## src/rtl/switch_bounce_emulator.sv

```systemverilog
// switch_bounce_emulator
//
// Stands in for a physical key in closed-loop self-test of the key-filter
// chain. On an accepted command it either does nothing (level unchanged),
// makes one clean edge, or emits a pseudo-random chattering burst. The burst
// lasts a fixed window, is forced to the requested level when the window
// expires, and then holds quiet for a settle period.
//
// Ports
//   clock          system clock, rising edge
//   reset          synchronous, active-high
//   cmd_valid      command request
//   cmd_ready      command can be accepted (state is IDLE)
//   cmd_level      requested final level
//   cmd_bounce_en  1 = chattering burst, 0 = single clean edge
//   switch_out     emulated switch level (registered)
//   busy           burst or settle in progress (= !cmd_ready)
//   toggle_count   edges emitted by the current/most recent command, saturating
module switch_bounce_emulator #(
    parameter int          CLOCK_HZ             = 12_000_000,
    parameter int          BOUNCE_WINDOW_CYCLES = CLOCK_HZ / 500,
    parameter int          MIN_STEP_CYCLES      = CLOCK_HZ / 1_000_000,
    parameter int          STEP_MASK            = 1023,
    parameter int          SETTLE_CYCLES        = CLOCK_HZ / 100_000,
    parameter logic [15:0] LFSR_SEED            = 16'hACE1,
    parameter logic        INIT_LEVEL           = 1'b0
) (
    input  logic        clock,
    input  logic        reset,
    input  logic        cmd_valid,
    output logic        cmd_ready,
    input  logic        cmd_level,
    input  logic        cmd_bounce_en,
    output logic        switch_out,
    output logic        busy,
    output logic [15:0] toggle_count
);

    typedef enum logic [1:0] {
        IDLE   = 2'd0,
        BOUNCE = 2'd1,
        SETTLE = 2'd2
    } state_t;

    localparam int WIN_MAX  = BOUNCE_WINDOW_CYCLES - 1;
    localparam int WIN_W    = (WIN_MAX < 1) ? 1 : $clog2(WIN_MAX + 1);
    // Sized for the largest reload value so MIN + masked LFSR never wraps.
    localparam int STEP_MAX = MIN_STEP_CYCLES + STEP_MASK;
    localparam int STEP_W   = (STEP_MAX < 2) ? 1 : $clog2(STEP_MAX + 1);
    localparam int SET_W    = (SETTLE_CYCLES < 1) ? 1 : $clog2(SETTLE_CYCLES + 1);

    localparam logic [WIN_W-1:0]  WIN_INIT   = WIN_W'(WIN_MAX);
    localparam logic [STEP_W-1:0] STEP_MIN   = STEP_W'(MIN_STEP_CYCLES);
    localparam logic [15:0]       MASK16     = 16'(STEP_MASK);
    localparam logic [SET_W-1:0]  SET_INIT   = SET_W'(SETTLE_CYCLES);
    localparam bit                NO_SETTLE  = (SETTLE_CYCLES == 0);
    localparam logic [15:0]       LFSR_POLY  = 16'hB400;

    state_t             state_q, state_d;
    logic               sw_q, sw_d;
    logic               target_q, target_d;
    logic [15:0]        count_q, count_d;
    logic [15:0]        lfsr_q, lfsr_d;
    logic [WIN_W-1:0]   window_q, window_d;
    logic [STEP_W-1:0]  step_q, step_d;
    logic [SET_W-1:0]   settle_q, settle_d;

    logic [15:0]        lfsr_next;
    logic [STEP_W-1:0]  step_reload;
    logic [15:0]        count_inc;

    // Galois right-shift; a nonzero seed never reaches the all-zero state.
    assign lfsr_next   = (lfsr_q >> 1) ^ (lfsr_q[0] ? LFSR_POLY : 16'h0000);
    assign step_reload = STEP_MIN + STEP_W'(lfsr_q & MASK16);
    assign count_inc   = (count_q == 16'hFFFF) ? count_q : count_q + 16'd1;

    always_comb begin
        state_d  = state_q;
        sw_d     = sw_q;
        target_d = target_q;
        count_d  = count_q;
        lfsr_d   = lfsr_q;
        window_d = window_q;
        step_d   = step_q;
        settle_d = settle_q;

        case (state_q)
            IDLE: begin
                if (cmd_valid) begin
                    count_d = 16'd0;
                    if (cmd_level != sw_q) begin
                        count_d = 16'd1;
                        if (!cmd_bounce_en) begin
                            sw_d = cmd_level;
                        end else begin
                            sw_d     = ~sw_q;
                            target_d = cmd_level;
                            window_d = WIN_INIT;
                            step_d   = step_reload;
                            lfsr_d   = lfsr_next;
                            state_d  = BOUNCE;
                        end
                    end
                end
            end

            BOUNCE: begin
                if (window_q == '0) begin
                    // Window expiry takes priority over a due step toggle.
                    if (sw_q != target_q) begin
                        sw_d    = target_q;
                        count_d = count_inc;
                    end
                    settle_d = SET_INIT;
                    state_d  = NO_SETTLE ? IDLE : SETTLE;
                end else begin
                    window_d = window_q - 1'b1;
                    if (step_q == STEP_W'(1)) begin
                        sw_d    = ~sw_q;
                        count_d = count_inc;
                        step_d  = step_reload;
                        lfsr_d  = lfsr_next;
                    end else begin
                        step_d = step_q - 1'b1;
                    end
                end
            end

            SETTLE: begin
                settle_d = settle_q - 1'b1;
                if (settle_q <= SET_W'(1)) begin
                    state_d = IDLE;
                end
            end

            default: begin
                state_d = IDLE;
            end
        endcase
    end

    always_ff @(posedge clock) begin
        if (reset) begin
            state_q  <= IDLE;
            sw_q     <= INIT_LEVEL;
            target_q <= INIT_LEVEL;
            count_q  <= 16'd0;
            lfsr_q   <= LFSR_SEED;
            window_q <= '0;
            step_q   <= '0;
            settle_q <= '0;
        end else begin
            state_q  <= state_d;
            sw_q     <= sw_d;
            target_q <= target_d;
            count_q  <= count_d;
            lfsr_q   <= lfsr_d;
            window_q <= window_d;
            step_q   <= step_d;
            settle_q <= settle_d;
        end
    end

    assign cmd_ready    = (state_q == IDLE);
    assign busy         = ~cmd_ready;
    assign switch_out   = sw_q;
    assign toggle_count = count_q;

endmodule

```

## config.mk

```make
export PLATFORM = sky130hd
export DESIGN_NAME = switch_bounce_emulator
export DESIGN_NICKNAME = d
export VERILOG_FILES = /design/src/rtl/switch_bounce_emulator.sv
export SDC_FILE = /design/constraint.sdc
export NUM_CORES = 1
export LEC_CHECK = 0
export ABC_AREA = 1
export CAP_MARGIN = 20
export CORE_UTILIZATION = 54
export CTS_BUF_LIST = sky130_fd_sc_hd__clkbuf_16
export CTS_CLUSTER_DIAMETER = 150
export CTS_CLUSTER_SIZE = 20
export DETAILED_ROUTE_END_ITERATION = 10
export GPL_ROUTABILITY_DRIVEN = 0
export PLACE_DENSITY = 0.84
export SETUP_SLACK_MARGIN = 0.15
export SYNTH_ARGS = -nofsm -noshare
export SYNTH_HDL_FRONTEND = slang
export SYNTH_SLANG_ARGS = --single-unit
```

## constraint.sdc

```tcl
create_clock -name clock -period 1.6 [get_ports clock]
set_input_delay 0.48 -clock clock [delete_from_list [all_inputs] [get_ports clock]]
set_output_delay 0.48 -clock clock [all_outputs]
set_load 0.01 [all_outputs]
```

==> summary.md, run 1 <==
| Metric | Value |
|---|---|
| Aggregate global routing overflow | 4 |
| Post-Synthesis Cell Area | 0.00408 mm2 |
| Worst Endpoint after GRT Repair | toggle_count[10]$_SDFFE_PP0P_/D |
| Primary FF master, synth | dfxtp_1 |
| Adder-cell area share of the yosys netlist | 2.15% |
| Synth Area in Compound Gates | 12.6% |
| Die Y | 88.9 um |
| Htree depth | 3 |
| #FFs+latches synth | 69 |
| Die X | 88.9 um |
| Failed at | global routing |
| Syn_nets | 626 |
| Num CTS Buffers | 9 |
| Post-synthesis xor/xnor area fraction | 4.94% |
| Clock Sinks | 69 |
| Initial core utilization | 56.0% |
| Largest family of logic cells by synthesized area | simple AND/OR/NAND/NOR gates |
| Num rows | 31 |
| Run-stopping error | [ERROR GRT-0232] Routing congestion too high. Check the congestion heatmap in the GUI. |
| Asr flop ratio synth | 0% |
| DP HPWL | 7.49 mm |
| Placed cell areas | 0.00490 mm2 |
| Post-Syn Instances | 614 |
| Ports | 24 |
| Simple-Gate Fraction of Synth Area | 37.6% |
| Post-synth EDFFs | 0 |
| Synthesized area per cell | 6.65 um2 |
| Largest net degree at the start of global routing | 22 |
| Port bufs | 23 |
| Post-synthesis sequential area ratio | 33.9% |
| Status | aborted with a tool error |
| Worst_ep kind | sequential cell input |
| CTS Hold Bufs | 0 |
| Synth cell types | 40 |
| Clock root buffer | clkbuf_16 |
| Clock tree buffer depth | 2 |
| Post-synthesis mux area share | 0% |
| Tot GR Track Use | 71.5% |
| YS warnings | 0 |
[synthesized netlist by cell type, types with 2 or more instances]
library cell | instances | area (um2)
xor2_1 | 18 | 158
inv_1 | 58 | 218
nand2_4 | 2 | 22.5
buf_2 | 2 | 10.0
inv_2 | 4 | 15.0
buf_4 | 3 | 22.5
nand2_2 | 6 | 37.5
nand4_1 | 11 | 68.8
clkbuf_1 | 10 | 37.5
dfxtp_1 | 69 | 1380
ha_1 | 7 | 87.6
nand2_1 | 166 | 623
nand3_1 | 58 | 290
nor2_2 | 4 | 25.0
nand3b_1 | 3 | 22.5
o21ai_0 | 29 | 145
xnor2_1 | 5 | 43.8
buf_6 | 5 | 56.3
nor2_1 | 68 | 255
o211ai_1 | 6 | 45.0
a21oi_1 | 54 | 270
nor2_4 | 3 | 33.8
nor3_1 | 5 | 25.0
nand3_4 | 2 | 35.0
[what timing repair did]
item	CTS
setup buffers	24
pin swaps	70
cloned	11
resized for setup	214
setup endpoints to repair	87
[through the flow]
step	TNS [ns]	setup slack (ns)	instances
4_1_cts	-0.375	-0.0969	828
2_1_floorplan	0	0.123	614
3_3_place_gp	-22.14	-0.473	777
3_5_place_dp	-24.68	-0.546	777
[cells by family after synthesis]
kind of cell               Yosys count
and+or+nand+nor                    337
AOI/OAI and AO/OA                   96
buffers and inverters               82
DFF                                 69
xor gates and xnor gates            23
adders and majority gates            7
[routing by layer]
metal	overflow	global-route usage [%]
met3	0	53.9
met5	0	13.6
met4	4	69.9
met1	0	73.9
met2	0	88.7
==> run 2, diff against run 1 <==
==> config.mk (replaced) <==
export PLATFORM = sky130hd
export DESIGN_NAME = switch_bounce_emulator
export DESIGN_NICKNAME = d
export VERILOG_FILES = /design/src/rtl/switch_bounce_emulator.sv
export SDC_FILE = /design/constraint.sdc
export NUM_CORES = 1
export LEC_CHECK = 0
export ABC_AREA = 1
export CAP_MARGIN = 20
export CORE_UTILIZATION = 40
export DETAILED_ROUTE_END_ITERATION = 10
export GPL_ROUTABILITY_DRIVEN = 0
export PLACE_DENSITY_LB_ADDON = 0.15
export SYNTH_ARGS = -nofsm -noshare
export SYNTH_HDL_FRONTEND = slang
export SYNTH_SLANG_ARGS = --single-unit
==> constraint.sdc (replaced) <==
create_clock -name clock -period 2.1 [get_ports clock]
set_input_delay 0.63 -clock clock [delete_from_list [all_inputs] [get_ports clock]]
set_output_delay 0.63 -clock clock [all_outputs]
set_load 0.01 [all_outputs]
==> run 2 against run 1 <==
Effect of this change:
- the flow now finishes without violations
- synthesized cell count stayed put
- area after synthesis did not move
==> summary.md, run 2 <==
| Metric | Value |
|---|---|
| Status | complete, no violations (was aborted with a tool error) |
| Worst path depth | 1 |
| Post-Syn Instances | 614 (unchanged) |
| Num CTS Buffers | 9 (unchanged) |
| Clock Sinks | 69 (unchanged) |
| N_diodes | 0 |
| Asr flop ratio synth | 0% (unchanged) |
| Combinational Power Share | 36.8% |
| Global-route wire length before repair | 16.7 mm |
| Final Max Slew Viols | 0 |
| Setup crit end kind | output port |
| Sw Ratio | 39.1% |
| Worst Hold Depth | 2 |
| CTS tree | yes |
| Clock tree buffer depth | 2 (unchanged) |
| Layout cells sized above 1 | 9.86% |
| Final Hold Viols | 0 |
| WL met2 | 4.45 mm |
| Worst EP required | 1.47 ns |
| Die Area | 0.0106 mm2 |
| Fill cells | 1070 |
| Num rows | 36 (was 31) |
| Period utilization | 96.9% |
| Antenna viol nets, final | 0 |
| Worst hold path type | register to register |
| Aggregate global routing overflow | 0 |
| WL met1 | 4.82 mm |
| Share of the synthesized area in the top cell type | 33.9% (unchanged) |
| Initial core utilization | 41.6% (was 56.0%) |
| Most instantiated cells after synthesis | 166 x nand2_1, 69 x dfxtp_1, 68 x nor2_1, 58 x inv_1, 58 x nand3_1 (unchanged) |
| Final Core Density | 47.9% |
| Synthesized area per cell | 6.65 um2 (unchanged) |
| Port bufs | 23 (unchanged) |
| Latest clock arrival within the worst-skew pair | 0.36 ns |
| Tot Pwr | 4.58 mW |
| Die Y | 103 um (was 88.9 um) |
| Post-Synthesis Cell Area | 0.00408 mm2 (unchanged) |
| Worst slew margin | 73.5% |
| Post-synthesis sequential area ratio | 33.9% (unchanged) |
| Biggest area consumer among synthesized cells | dfxtp_1 (unchanged) |
| Most frequent cells in the layout | 166 x nand2_1, 67 x nor2_1, 65 x dfxtp_1 |
| Synth cell types | 40 (unchanged) |
| P_leak | 1.90 nW |
| Drt first pass iters | 5 |
| Crit-path max FO | 7 |
| Slowest CP cell | clkdlybuf4s50_1 |
| Tot GR Track Use | 20.2% |
| Worst Path Buf+Inv | 1 |
| Pint | 2.79 mW |
| Ports | 24 (unchanged) |
| Syn_nets | 626 (unchanged) |
| Top area cells in the synthesized netlist | dfxtp_1 34%, nand2_1 15%, nand3_1 7.1% (unchanged) |
| Cells along the critical path | clkdlybuf4s50_1 |
| Commonest non-fill, non-tap cell in the layout | nand2_1 |
| Flop-to-flop setup slack | 0.19 ns |
| Top-count cell post-synth | nand2_1 (unchanged) |
| Crit path largest cell delay | 0.59 ns |
| Clock slew at the register clock pins of the worst setup and hold paths | 0.08 ns |
| Crit Path Class | register to output port |
| Clock root buffer | clkbuf_8 (was clkbuf_16) |
| Family with the most delay on the worst path | buffers and inverters |
| Post-Layout Cell Count | 782 |
| Core area | 0.00982 mm2 |
| PwrDens | 973 mW/mm2 |
| Initial antenna violation count | 0 |
| YS warnings | 0 (unchanged) |
| Switching power total | 1.79 mW |
| Hold_ws | 0.470 ns |
| Max IR drop VDD | 0.370 mV |
| Fmax | 0.492 GHz |
| Worst Setup Start Kind | register |
| Htree depth | 3 (unchanged) |
| Largest net degree at the start of global routing | 28 |
| Met3 wire len | 287 um |
| Clk pwr share | 26.7% |
| Residual DRC | 0 |
| Post-synth EDFFs | 0 (unchanged) |
| Detailed Route Iter0 Violations | 118 |
| CTS Hold Bufs | 0 (unchanged) |
| Layout Skew | 0.00991 ns |
| Primary FF master, synth | dfxtp_1 (unchanged) |
| Setup bufs post-CTS | 0 (was 24) |
| Max layer used | met4 |
| Max Cap Viol | 0 |
| Vias | 3894 |
| Vias in the first global route | 3699 |
| RSZ-0062 raised after global routing | false |
| Inst Count DP | 766 (was 777) |
| Die X | 103 um (was 88.9 um) |
| DP HPWL | 6.92 mm (was 7.49 mm) |
| #FFs+latches synth | 69 (unchanged) |
| Final setup vio count | 0 |
| Layout Nets | 656 |
| Worst-Margin Slew | 0.396 ns |
| Routed length per placed instance | 12.4 um |
| Drt via density | 4.98 |
| Reg2reg path depth | 12 |
| Min Clock Period, post-route | 2.03 ns |
| P&R area growth vs syn | 15.4% |
| Routed WL | 9.72 mm |
| CP arrival | 1.40 ns |
| Part of the power in registers | 36.5% |
[run 2: per-layer routing]
layer	vias to the layer above	GRT usage, %
met5	-	0
met4	0	7.15
met3	10	4.20
met2	51	32.7
met1	1777	26.6
li1	2056	-
[run 2: area by class of cell]
class                           instances  area [um2]  area share [%]
Clock buffer                           11         131            2.79
Clock inverter                          5        85.1            1.81
Inverter                               62         235            5.00
Multi-Input combinational cell        463        2360            50.1
Sequential cell                        69        1390            29.5
Tap cell                              133         166            3.54
Timing Repair Buffer                   39         344            7.31
[run 2: repair_timing]
action / CTS / global route
endpoints found under the hold margin: 0 / 0
setup endpoints to repair: 2 / 24
gates resized for setup: 2 / 8
[run 2: path summary, 6_finish.rpt]
check	from	endpoint
setup reg to reg	window_q[0]$_SDFFE_PP0P_	step_q[1]$_SDFFE_PP0P_
hold / removal	lfsr_q[1]$_SDFFE_PP0P_	lfsr_q[1]$_SDFFE_PP0P_
setup / recovery	toggle_count[2]$_SDFFE_PP0P_	toggle_count[2]
hold reg to reg	lfsr_q[1]$_SDFFE_PP0P_	lfsr_q[1]$_SDFFE_PP0P_
[run 2: stage by stage]
step | cell area (um2) | setup WS (ns) | setup TNS, ns
after floorplan | 4080 | 0.431 | 0
after global placement | 4470 | -0.128 | -2.99
after detailed placement | 4470 | -0.271 | -7.44
after CTS | 4680 | 0.00648 | 0
after global routing | 4710 | 0.00814 | 0
final | 4710 | 0.0655 | 0
[run 2: kinds of logic after synthesis]
logic type	count (synthesis)	share of synthesized area (%)
AO/OA/AOI/OAI	96	12.6
XOR/XNOR	23	4.94
adder cells (fa/ha/maj)	7	2.15
buffers and inverters	82	8.80
flip-flops	69	33.9
AND/OR/NAND/NOR	337	37.6
[run 2: power groups by stage]
stage          Clock (mW)  Sequential (mW)  Combinational (mW)
2_1_floorplan           0             1.65                1.34
3_3_place_gp            0             1.69                1.65
3_5_place_dp            0             1.69                1.67
4_1_cts              1.25             1.66                1.68
5_1_grt              1.31             1.70                1.94
6_report             1.22             1.67                1.69
Power figures use the tool's default switching activity.
